<file path="src/rtl/nn_ctrl_pkg.sv">
// nn_ctrl_pkg
// Shared definitions for the single-hidden-node training controller:
//   - state_e     : training-loop sequencer states
//   - sw_of/ew_of : width helpers for the sample index and epoch counter
//   - B_END_SAT   : saturation limit of the backprop end-flag counter
package nn_ctrl_pkg;

    typedef enum logic [2:0] {
        IDLE     = 3'd0,
        CLEAR    = 3'd1,
        FWD_REQ  = 3'd2,
        FWD_WAIT = 3'd3,
        BACKPROP = 3'd4,
        ADVANCE  = 3'd5,
        DONE     = 3'd6,
        ERR      = 3'd7
    } state_e;

    // Sample index width: enough bits for 0 .. num_samples-1 (num_samples >= 2).
    function automatic int sw_of(input int num_samples);
        return $clog2(num_samples);
    endfunction

    // Epoch counter width: must also hold the terminal value `epochs`.
    function automatic int ew_of(input int epochs);
        return $clog2(epochs + 1);
    endfunction

    localparam logic [7:0] B_END_SAT = 8'hFF;

endpackage

</file>
<file path="src/rtl/fwd_watchdog.sv">
// fwd_watchdog
// Counts cycles spent waiting for a forward pass. The count is cleared by
// clear_i and advanced by en_i; expire_o flags the last permitted cycle so
// the sequencer can choose between timing out and accepting a late done.
// Ports:
//   clk_i     in   clock
//   rst_i     in   asynchronous active-low reset
//   clear_i   in   zero the count
//   en_i      in   advance the count by one
//   expire_o  out  count has reached FWD_TIMEOUT-1
module fwd_watchdog #(
    parameter int FWD_TIMEOUT = 15
) (
    input  logic clk_i,
    input  logic rst_i,
    input  logic clear_i,
    input  logic en_i,
    output logic expire_o
);

    localparam int CW = (FWD_TIMEOUT < 2) ? 1 : $clog2(FWD_TIMEOUT);
    localparam logic [CW-1:0] LAST = CW'(FWD_TIMEOUT - 1);

    logic [CW-1:0] cnt_r;

    // Wait-cycle counter; stops at LAST so it never wraps.
    always_ff @(posedge clk_i or negedge rst_i) begin
        if (!rst_i) begin
            cnt_r <= {CW{1'b0}};
        end else if (clear_i) begin
            cnt_r <= {CW{1'b0}};
        end else if (en_i && (cnt_r != LAST)) begin
            cnt_r <= cnt_r + CW'(1'b1);
        end else begin
            cnt_r <= cnt_r;
        end
    end

    assign expire_o = (cnt_r == LAST);

endmodule

</file>
<file path="src/rtl/backprop_sequencer.sv">
// backprop_sequencer
// Training-loop controller: per sample it requests a forward pass, waits for
// it (guarded by a watchdog), pulses the weight-update enable for one cycle
// and advances the sample/epoch counters. Every run starts with a one-cycle
// weight clear. All outputs are flops loaded from the next-state decode, so
// there is no combinational input-to-output path.
// Ports:
//   clk_i, rst_i          clock, asynchronous active-low reset
//   start_i               begin run (IDLE/DONE/ERR only)
//   abort_i               return to IDLE from any state
//   fwd_done_i            forward pass complete (FWD_WAIT only)
//   b_end_i               backprop end flag (BACKPROP only)
//   fwd_start_o           one-cycle forward-pass request
//   bp_en_o               one-cycle weight-update enable
//   zero_weight_reset_o   one-cycle weight clear
//   sample_idx_o          current sample index
//   epoch_o               completed epochs this run
//   b_end_cnt_o           saturating count of b_end_i seen in BACKPROP
//   busy_o, done_o, timeout_o  status
module backprop_sequencer
    import nn_ctrl_pkg::*;
#(
    parameter int NUM_SAMPLES = 4,
    parameter int EPOCHS      = 8,
    parameter int FWD_TIMEOUT = 15
) (
    input  logic                           clk_i,
    input  logic                           rst_i,
    input  logic                           start_i,
    input  logic                           abort_i,
    input  logic                           fwd_done_i,
    input  logic                           b_end_i,
    output logic                           fwd_start_o,
    output logic                           bp_en_o,
    output logic                           zero_weight_reset_o,
    output logic [sw_of(NUM_SAMPLES)-1:0]  sample_idx_o,
    output logic [ew_of(EPOCHS)-1:0]       epoch_o,
    output logic [7:0]                     b_end_cnt_o,
    output logic                           busy_o,
    output logic                           done_o,
    output logic                           timeout_o
);

    localparam int SAMP_W  = sw_of(NUM_SAMPLES);
    localparam int EPOCH_W = ew_of(EPOCHS);

    state_e              state_r, state_next_s;
    logic [SAMP_W-1:0]   sample_idx_r, sample_next_s;
    logic [EPOCH_W-1:0]  epoch_r, epoch_next_s, epoch_inc_s;
    logic [7:0]          b_end_cnt_r, b_end_cnt_next_s;
    logic                wd_clear_s, wd_en_s, wd_expire_s;
    logic                fwd_start_r, bp_en_r, zwr_r, busy_r, done_r, timeout_r;

    fwd_watchdog #(
        .FWD_TIMEOUT (FWD_TIMEOUT)
    ) u_fwd_watchdog (
        .clk_i    (clk_i),
        .rst_i    (rst_i),
        .clear_i  (wd_clear_s),
        .en_i     (wd_en_s),
        .expire_o (wd_expire_s)
    );

    // Next-state, counter next values and watchdog controls.
    always_comb begin
        state_next_s     = state_r;
        sample_next_s    = sample_idx_r;
        epoch_next_s     = epoch_r;
        b_end_cnt_next_s = b_end_cnt_r;
        wd_clear_s       = 1'b0;
        wd_en_s          = 1'b0;
        epoch_inc_s      = epoch_r + EPOCH_W'(1'b1);

        if (abort_i && (state_r != IDLE)) begin
            // Abort outranks everything, including a coincident fwd_done_i.
            state_next_s     = IDLE;
            sample_next_s    = {SAMP_W{1'b0}};
            epoch_next_s     = {EPOCH_W{1'b0}};
            b_end_cnt_next_s = 8'h00;
        end else if (start_i && ((state_r == IDLE) || (state_r == DONE) || (state_r == ERR))) begin
            state_next_s     = CLEAR;
            sample_next_s    = {SAMP_W{1'b0}};
            epoch_next_s     = {EPOCH_W{1'b0}};
            b_end_cnt_next_s = 8'h00;
        end else begin
            case (state_r)
                IDLE: begin
                    state_next_s = IDLE;
                end
                CLEAR: begin
                    state_next_s = FWD_REQ;
                end
                FWD_REQ: begin
                    wd_clear_s   = 1'b1;
                    state_next_s = FWD_WAIT;
                end
                FWD_WAIT: begin
                    // A done in the last permitted cycle beats the timeout.
                    if (fwd_done_i) begin
                        state_next_s = BACKPROP;
                    end else if (wd_expire_s) begin
                        state_next_s = ERR;
                    end else begin
                        wd_en_s = 1'b1;
                    end
                end
                BACKPROP: begin
                    if (b_end_i && (b_end_cnt_r != B_END_SAT)) begin
                        b_end_cnt_next_s = b_end_cnt_r + 8'h01;
                    end else begin
                        b_end_cnt_next_s = b_end_cnt_r;
                    end
                    state_next_s = ADVANCE;
                end
                ADVANCE: begin
                    if (sample_idx_r == SAMP_W'(NUM_SAMPLES - 1)) begin
                        sample_next_s = {SAMP_W{1'b0}};
                        epoch_next_s  = epoch_inc_s;
                        if (epoch_inc_s == EPOCH_W'(EPOCHS)) begin
                            state_next_s = DONE;
                        end else begin
                            state_next_s = FWD_REQ;
                        end
                    end else begin
                        sample_next_s = sample_idx_r + SAMP_W'(1'b1);
                        state_next_s  = FWD_REQ;
                    end
                end
                DONE: begin
                    state_next_s = DONE;
                end
                ERR: begin
                    state_next_s = ERR;
                end
                default: begin
                    state_next_s = IDLE;
                end
            endcase
        end
    end

    // State register.
    always_ff @(posedge clk_i or negedge rst_i) begin
        if (!rst_i) begin
            state_r <= IDLE;
        end else begin
            state_r <= state_next_s;
        end
    end

    // Counters and registered output decode of the upcoming state.
    always_ff @(posedge clk_i or negedge rst_i) begin
        if (!rst_i) begin
            sample_idx_r <= {SAMP_W{1'b0}};
            epoch_r      <= {EPOCH_W{1'b0}};
            b_end_cnt_r  <= 8'h00;
            fwd_start_r  <= 1'b0;
            bp_en_r      <= 1'b0;
            zwr_r        <= 1'b0;
            busy_r       <= 1'b0;
            done_r       <= 1'b0;
            timeout_r    <= 1'b0;
        end else begin
            sample_idx_r <= sample_next_s;
            epoch_r      <= epoch_next_s;
            b_end_cnt_r  <= b_end_cnt_next_s;
            fwd_start_r  <= (state_next_s == FWD_REQ);
            bp_en_r      <= (state_next_s == BACKPROP);
            zwr_r        <= (state_next_s == CLEAR);
            busy_r       <= !((state_next_s == IDLE) || (state_next_s == DONE) || (state_next_s == ERR));
            done_r       <= (state_next_s == DONE);
            timeout_r    <= (state_next_s == ERR);
        end
    end

    assign fwd_start_o         = fwd_start_r;
    assign bp_en_o             = bp_en_r;
    assign zero_weight_reset_o = zwr_r;
    assign sample_idx_o        = sample_idx_r;
    assign epoch_o             = epoch_r;
    assign b_end_cnt_o         = b_end_cnt_r;
    assign busy_o              = busy_r;
    assign done_o              = done_r;
    assign timeout_o           = timeout_r;

endmodule

</file>
<file path="config.mk">
export PLATFORM = sky130hd
export DESIGN_NAME = backprop_sequencer
export DESIGN_NICKNAME = d
export VERILOG_FILES = /design/src/rtl/nn_ctrl_pkg.sv /design/src/rtl/fwd_watchdog.sv /design/src/rtl/backprop_sequencer.sv
export SDC_FILE = /design/constraint.sdc
export NUM_CORES = 1
export LEC_CHECK = 0
export CORE_ASPECT_RATIO = 1.1
export CORE_MARGIN = 3
export CORE_UTILIZATION = 35
export CTS_BUF_LIST = sky130_fd_sc_hd__clkbuf_8
export DETAILED_ROUTE_END_ITERATION = 8
export GPL_TIMING_DRIVEN = 0
export HOLD_SLACK_MARGIN = 0.03
export SLEW_MARGIN = 20
export SYNTH_ARGS = -nofsm -noshare
export SYNTH_HDL_FRONTEND = slang
export SYNTH_SLANG_ARGS = --single-unit
</file>
<file path="constraint.sdc">
create_clock -name clk_i -period 1.35 [get_ports clk_i]
set_input_delay 0.405 -clock clk_i [delete_from_list [all_inputs] [get_ports clk_i]]
set_output_delay 0.405 -clock clk_i [all_outputs]
set_load 0.005 [all_outputs]
</file>
; Word-level counts from Yosys, hierarchy flattened
; Cells that the tools add are included.
[totals]
ff_bits = 27
input_bits = 6
out_inout_bits = 20
[op_classes]
n_addsub = 4
eq_ne = 17
n_mux = 29
reduce_logical = 19
[ops]
columns = cell, n
row1 = $mux 8, 4
row2 = $mux 4, 6
row3 = $pmux 3 s8, 1
row4 = $eq 3x3->1 const B, 7
row5 = $mux 3, 6
row6 = $reduce_bool 3->1, 5
row7 = $eq 3x2->1 const B, 3
row8 = $add 4x1->4 const B, 2
row9 = $add 8x1->8 const B, 1
row10 = $eq 4x4->1 const B, 2
row11 = $mux 1, 8
row12 = $mux 2, 4
row13 = $ne 8x8->1 const B, 1
row14 = $eq 3x1->1 const B, 2
row15 = $logic_not 3->1, 2
row16 = $logic_and 1x1->1, 4
row17 = $logic_or 1x1->1, 4
row18 = $ne 4x4->1 const B, 1
row19 = $reduce_and 2->1, 2
row20 = $add 2x1->2 const B, 1
row21 = $eq 2x2->1 const B, 1
row22 = $reduce_bool 2->1, 1
row23 = $logic_not 1->1, 1

; Longest topological paths before layout
; Gate-level depths: netlist (run 1).
[depth]
depth_word = 11
depth_mapped = 6
ltp_nobuf = 6

; Hierarchy
; A second synthesis (run 1) with hierarchy kept.
[unflattened]
hier_cells = 156
hier_area_um2 = 1546.5
[modules_own_cells]
columns = mod, instances, cells_per_inst, area_each_um2, seq_area_each_um2
row1 = backprop_sequencer, 1, 132, 1325.0, 575.6
row2 = fwd_watchdog, 1, 24, 221.5, 100.1

; Worst setup path before layout (run 1)
; Ideal clock, no wire load.
[synth_path]
path_kind = reg-to-reg
from = register state_r[1]
to = register busy_r (netlist: busy_o)
setup_ps = 127
arrival_time_ps = 1369
t_required_ps = 1223
slack_ps = -147
path_stages_with_launch = 7
path_buffers = 2
path_cell_list = dfrtp_1 buf_6 buf_2 or4_1 o211ai_1 a211o_1 nand3_1
[synth_via]
elab_chain_len = 10
[synth_lines]
columns = element, line_no
row1 = from (decl), backprop_sequencer.sv:47  ; state_e state_r, state_next_s;
row2 = from (signal assigned), backprop_sequencer.sv:147  ; state_r <= state_next_s;
row3 = branches (longest 5 deep; another with $pmux 3 s8), --
row4 = $mux 3 *, backprop_sequencer.sv:74  ; if (abort_i && (state_r != IDLE)) begin
row5 = $eq 3x3->1 or $logic_not 3->1 (tied branches), backprop_sequencer.sv:170  ; busy_r <= !((state_next_s == IDLE) || (state_next_s == DONE) || (state_next_s == ERR));
row6 = $logic_or 1x1->1, backprop_sequencer.sv:170
row7 = $logic_or 1x1->1 *, backprop_sequencer.sv:170
row8 = $logic_not 1->1 *, backprop_sequencer.sv:170
row9 = to (signal assigned), backprop_sequencer.sv:170
row10 = to (decl), backprop_sequencer.sv:52  ; logic fwd_start_r, bp_en_r, zwr_r, busy_r, done_r, timeout_r;
; Mark *: on every way between the ends.
; A chain may end at the register's enable or synchronous reset.

; Worst setup path in the final report (run 1)
[layout_path]
from = register state_r[0]
to = register busy_r (netlist: busy_o)
; Same word-level chain as after synthesis.

==> metrics.yaml, run 1 <==
status: "finished, violations left"
violations: "setup timing"
layoutNonFillerInstCount: 273
wl_mm: 4.37
power_frac_seq_pct: 26.9
crit_slowest_cell: "dfrtp_2"
synth_cells: 143
async_reset_ff_share_pct: 100
rows: 24
drtIter0Drc: 42
fin_skew_ns: 0.00328
cp-start-kind: "flop"
htree_levels: 1
grt_max_degree: 28
crit_type: "flop to flop"
hp-class: "primary input to asynchronous set/reset pin"
io_pins: 26
floorplan.initialDensity_pct: 37.4
crit_buf_inv: 1
vias: 1423
coreArea_um2: 4080
worstPathRequired_ns: 1.51
post-place-cells: 220
synthesis.nets: 155
hpwl_mm: 2.40
end_kind: "flop"
grtUsageTotal_pct: 15.7
area_growth_pct: 70.2
crit_cells: 5
yosys_warnings: 0
cp_data_arrival_time_ns: 1.74
utilization_pct: 63.7
wire_per_inst_um: 16.0
numCtsBuffers: 3
synth-seq-area-share_pct: 44.2
cts_root_buf: "clkbuf_8"
avgSynthCellArea_um2: 10.7
antenna_cells: 0
power_leakage_uw: 0.00122
cts_tree: "done"
grt_first_pass_wirelength_mm: 6.60
drive_gt1_share_pct: 52.5
p_clk_share_pct: 11.4
antenna_left: 0
r2r_cells: 5
grt_pass1_vias: 1421
worst_pin_slew_ns: 0.622
rsz0062_at_grt: "true"
p_int_uw: 2550
firstDrtPassIters: 4
cts.sinks: 27
die-area_um2: 5200
dp_slack_ns: -0.779
post-route-min-period_ns: 1.58
swShare_pct: 37.7
ctsHoldBuffers: 0
overflow: 0
drc: 0
max_stage_delay_ns: 0.49
multi_input_area_um2: 1070
gp_congestion: 0.802
maxSlewViolCount: 0
final_nets: 234
cap_viol_max_count: 0
clkSlewWorstSetupHoldPaths_ns: 0.10
yosysUniqueCellTypes: 46
final-seq-area_um2: 681
die_x_um: 69.0
max_freq_mhz: 631
via_per_inst: 5.21
slew-limit-headroom_pct: 58.5
io_buffers: 25
pwr-share-comb_pct: 61.7
clk_path_buf_depth: 2
powerDensity_nw_per_um2: 1570
fillers: 313
crit_chain: "buf_6 > or4_4 > o211ai_1 > a211o_1 > nand3_1"
ys_ff_latch: 27
finalCritPeriodShare_pct: 117
antenna_found_initial: 0
synth_ff_type: "dfrtp_1"
fin_ws_ns: -0.234
crit_fanout: 8
syn_area_um2: 1530
dieHeight_um: 75.3
synth_edf_count: 0
setup_viol: 28
worstSkewPairLatency_ns: 0.27
cp_top_family: "simple AND/OR/NAND/NOR gates"
p_sw_uw: 1540
peakVddDrop_v: 0.00103
hold_viol_final: 0
cell usage in the layout (no fill, tap or decap), drive strengths merged, types with 5 or more instances in the layout:
cell and n:
buf 57, dfrtp 27, nor2 16, clkdlybuf4s15 11, nand2 9, a21oi 8, clkbuf 8, mux2i 7
dlygate4sd2 6, nand3 6, o21ai 6, ha 6, xor2 5
cell families after synthesis:
logic type                 count (synthesis)  share of synthesized area, %
AOI/OAI and AO/OA                         28                          14.2
xor gates and xnor gates                   7                          4.01
adders and majority gates                  6                          4.91
buffers and inverters                      9                          3.44
DFF                                       27                          44.2
muxes                                      7                          4.58
and+or+nand+nor                           59                          24.7
repair_timing:
item | 4_1_cts | 5_1_grt
setup endpoints to repair | 46 | 40
pin swaps | 10 | 7
buffers inserted | 34 | 12
cloned | 2 | 1
resized for setup | 73 | 44
final cells by class:
type                       instances  share of cell area, %
multi-input combinational        107                   41.2
sequential                        27                   26.2
timing repair buffer              74                   24.9
buffer                             6                   3.03
tap                               52                   2.50
clock buffer                       3                   1.59
inverter                           3                  0.433
clock inverter                     1                  0.192
routing by layer:
metal  routed length (um)  vias up  global-route usage, %
li1                     -      676                      -
met1                 1900      708                   19.1
met2                 2250       29                   28.5
met3                  120       10                   3.03
met4                   97        0                   5.21
met5                    0        -                      0
Yosys cell counts (3+ instances only):
cell type / instances / area share (%)
nand2_1: 9 / 2.2
nor2_1: 16 / 3.9
nor3_1: 3 / 0.98
a21oi_1: 7 / 2.3
or3_1: 3 / 1.2
o21a_1: 3 / 1.5
inv_1: 3 / 0.74
ha_1: 6 / 4.9
nand3_1: 6 / 2.0
buf_2: 3 / 0.98
dfrtp_1: 27 / 44
xor2_1: 5 / 2.9
mux2i_1: 7 / 4.6
o21ai_0: 5 / 1.6
power by group through the flow:
stage          logic, uW  clock network [uW]  registers (uW)
6_report            2520                 465            1100
3_3_place_gp        1300                   0            1090
2_1_floorplan        947                   0            1080
4_1_cts             2040                 475            1090
5_1_grt             2670                 522            1110
3_5_place_dp        1330                   0            1100
metrics by stage:
step | instance area (um^2) | hold slack (ns) | setup TNS, ns | total power (uW)
global route | 2600 | 0.171 | -5.36 | 4300
detailed placement | 1870 | 0.454 | -15.85 | 2430
CTS | 2370 | 0.152 | -3.04 | 3600
floorplan | 1560 | 0.109 | -0.753 | 2030
global placement | 1880 | 0.473 | -29.98 | 2390
finish | 2600 | 0.134 | -4.08 | 4090
flip-flops by register name (all words and copies together) (netlist names):
register / count
b_end_cnt_o: 8
bp_en_o: 1
busy_o: 1
done_o: 1
epoch_o: 4
fwd_start_o: 1
sample_idx_o: 2
state_r: 3
timeout_o: 1
u_fwd_watchdog.cnt_r: 4
zero_weight_reset_o: 1
path summary, 6_finish.rpt:
path / startpoint / endpoint / slack, ns
min: rst_i / u_fwd_watchdog.cnt_r[0] / 0.13
max reg2reg: state_r[0] / busy_o / -0.23
min reg2reg: u_fwd_watchdog.cnt_r[0] / u_fwd_watchdog.cnt_r[0] / 0.55
max in group asynchronous: rst_i / state_r[0] / 0.77
min in group clk_i: u_fwd_watchdog.cnt_r[0] / u_fwd_watchdog.cnt_r[0] / 0.55
max: state_r[0] / busy_o / -0.23
Power figures use the tool's default switching activity.
==> run 2, diff against run 1 <==
SKIP_CTS_REPAIR_TIMING = 1   (was default)
==> run 2 against run 1 <==
Effect of this change:
- wire length fell by 8.4%
- the flow still finishes with violations (setup timing)
- global-route usage fell by 2.5 points
- power fell by 7.5%
==> metrics.yaml, run 2 (synthesis results as in run 1) <==
reg2reg_from: "state_r[0]"
hpwl_mm: 2.40  # unchanged
end_kind: "flop"
cts_root_buf: "clkbuf_8"
fin_ws_ns: -0.239  # -0.00591 ns
wl_mm: 4.00  # -8.4%
status: "finished, violations left"
die_x_um: 69.0  # unchanged
crit_fanout: 8  # unchanged
numCtsBuffers: 3  # unchanged
htree_levels: 1  # unchanged
max_freq_mhz: 629  # -0.37%
io_pins: 26  # unchanged
floorplan.initialDensity_pct: 37.4  # unchanged
place_area_um2: 1870  # unchanged
grt_first_pass_wirelength_mm: 5.55  # -16%
setup_viol: 26  # -7.1%
via_per_inst: 5.34  # +2.4%
clkSlewWorstSetupHoldPaths_ns: 0.09  # about the same
die-area_um2: 5200  # unchanged
io_buffers: 25  # unchanged
clk_path_buf_depth: 2  # unchanged
rows: 24  # unchanged
drtIter0Drc: 19  # -55%
worst_pin_slew_ns: 0.617  # -0.00572 ns
final_area_um2: 2480  # -4.8%
crit_chain: "o21a_4 > a211o_1 > buf_6 > nor4_2"
final_common_cell: "dlymetal6s2s_1"
violations: "setup timing"
wl_met3_um: 138  # +15%
fin_skew_ns: 0.00280  # -0.000476 ns
grtUsageTotal_pct: 13.2  # -2.5 points
wire_per_inst_um: 15.9  # -0.74%
maxSlewViolCount: 0  # unchanged
antenna_cells: 0  # unchanged
hp-class: "primary input to asynchronous set/reset pin"
cp_data_arrival_time_ns: 1.77  # +0.03 ns
whs_ns: 0.135  # +0.00104 ns
worstSkewPairLatency_ns: 0.27  # about the same
cts_tree: "done"
vias: 1345  # -5.5%
r2r_cells: 4  # -1
cp-start-kind: "flop"
cap_viol_max_count: 0  # unchanged
max_stage_delay_ns: 0.51  # +0.02 ns
area_growth_pct: 62.0
antenna_left: 0  # unchanged
crit_slowest_cell: "dfrtp_2"
cts.sinks: 27  # unchanged
drt-met1-wl_mm: 1.72  # -9.9%
crit_type: "flop to flop"
dp_slack_ns: -0.779  # unchanged
grt_pass1_vias: 1193  # -16%
reg2reg_slack_ns: -0.24  # about the same
drive_gt1_share_pct: 43.5  # -9.0 points
finalCritPeriodShare_pct: 118  # +0.44 points
slew-limit-headroom_pct: 58.9  # +0.38 points
peakVddDrop_v: 0.000861  # -16%
final_nets: 213  # -9.0%
routed.top_layer: "met4"
rsz0062_at_grt: "true"
gp_congestion: 0.802  # unchanged
overflow: 0  # unchanged
coreArea_um2: 4080  # unchanged
hold_viol_final: 0  # unchanged
worstPathRequired_ns: 1.53  # +0.02 ns
dieHeight_um: 75.3  # unchanged
powerDensity_nw_per_um2: 1530  # -2.8%
antenna_found_initial: 0  # unchanged
largest_reg_flops: 8  # unchanged
wl_met2_mm: 2.07  # -7.9%
post-route-min-period_ns: 1.59  # +0.00591 ns
layout_common_cells: "dlymetal6s2s_1 (23), dfrtp_1 (22), buf_4 (22)"
drc: 0  # unchanged
grt_max_degree: 28  # unchanged
power_leakage_uw: 0.00142  # +16%
reg2reg_to: "done_o"
firstDrtPassIters: 4  # unchanged
run 2: changes by cell type in the layout (fill, tap and decap cells not counted), sizes merged:
cell | previous run | this run
clkbuf | 8 | 5
dlygate4sd2 | 6 | 0
clkdlybuf4s15 | 11 | 0
dlymetal6s2s | 0 | 23
buf | 57 | 33
run 2: critical path: cells and delay by family, from the launching register on:
family	cells	cell delay [ns]
flops	1	0.51
compound gates	2	0.57
simple gates	1	0.26
buf+inv	1	0.16
run 2: cell type report:
cell class                 instances  area [um^2]
sequential                        27          682
clock inverter                     1         5.00
multi-input combinational        107         1060
clock buffer                       3         41.3
buffer                             6         72.6
inverter                           3         11.3
tap                               52         65.1
fill                             345         1610
timing repair buffer              53          543
run 2: per-layer routing:
layer | up-vias | GRT usage, %
met4 | 0 | 3.90
li1 | 635 | -
met3 | 10 | 2.90
met2 | 32 | 22.9
met5 | - | 0
met1 | 668 | 16.7
run 2: worst max-delay path by stage:
stage	to	startpoint	slack [ns]	cells after the start
3_5_place_dp	done_o	abort_i	-0.78	5
2_1_floorplan	busy_o	state_r[1]	-0.1	6
5_1_grt	done_o	state_r[0]	-0.32	4
3_3_place_gp	done_o	abort_i	-0.74	5
6_report	done_o	state_r[0]	-0.24	4
4_1_cts	done_o	abort_i	-0.49	5
run 2: report_power, final:
part | internal (uW) | leakage (uW) | switching, uW
Sequential | 948 | 0.000361 | 143
Clock | 207 | 0.0000255 | 254
Combinational | 1140 | 0.00103 | 1090
run 2: metrics by stage:
step           total power (uW)  cells  utilization (%)  TNS [ns]
2_1_floorplan              2030    143                -    -0.753
3_3_place_gp               2390    220             46.0    -29.98
3_5_place_dp               2430    220             45.9    -15.85
4_1_cts                    2900    224             47.0    -13.09
5_1_grt                    3980    252             60.7     -5.96
6_report                   3780    252             60.7     -4.60
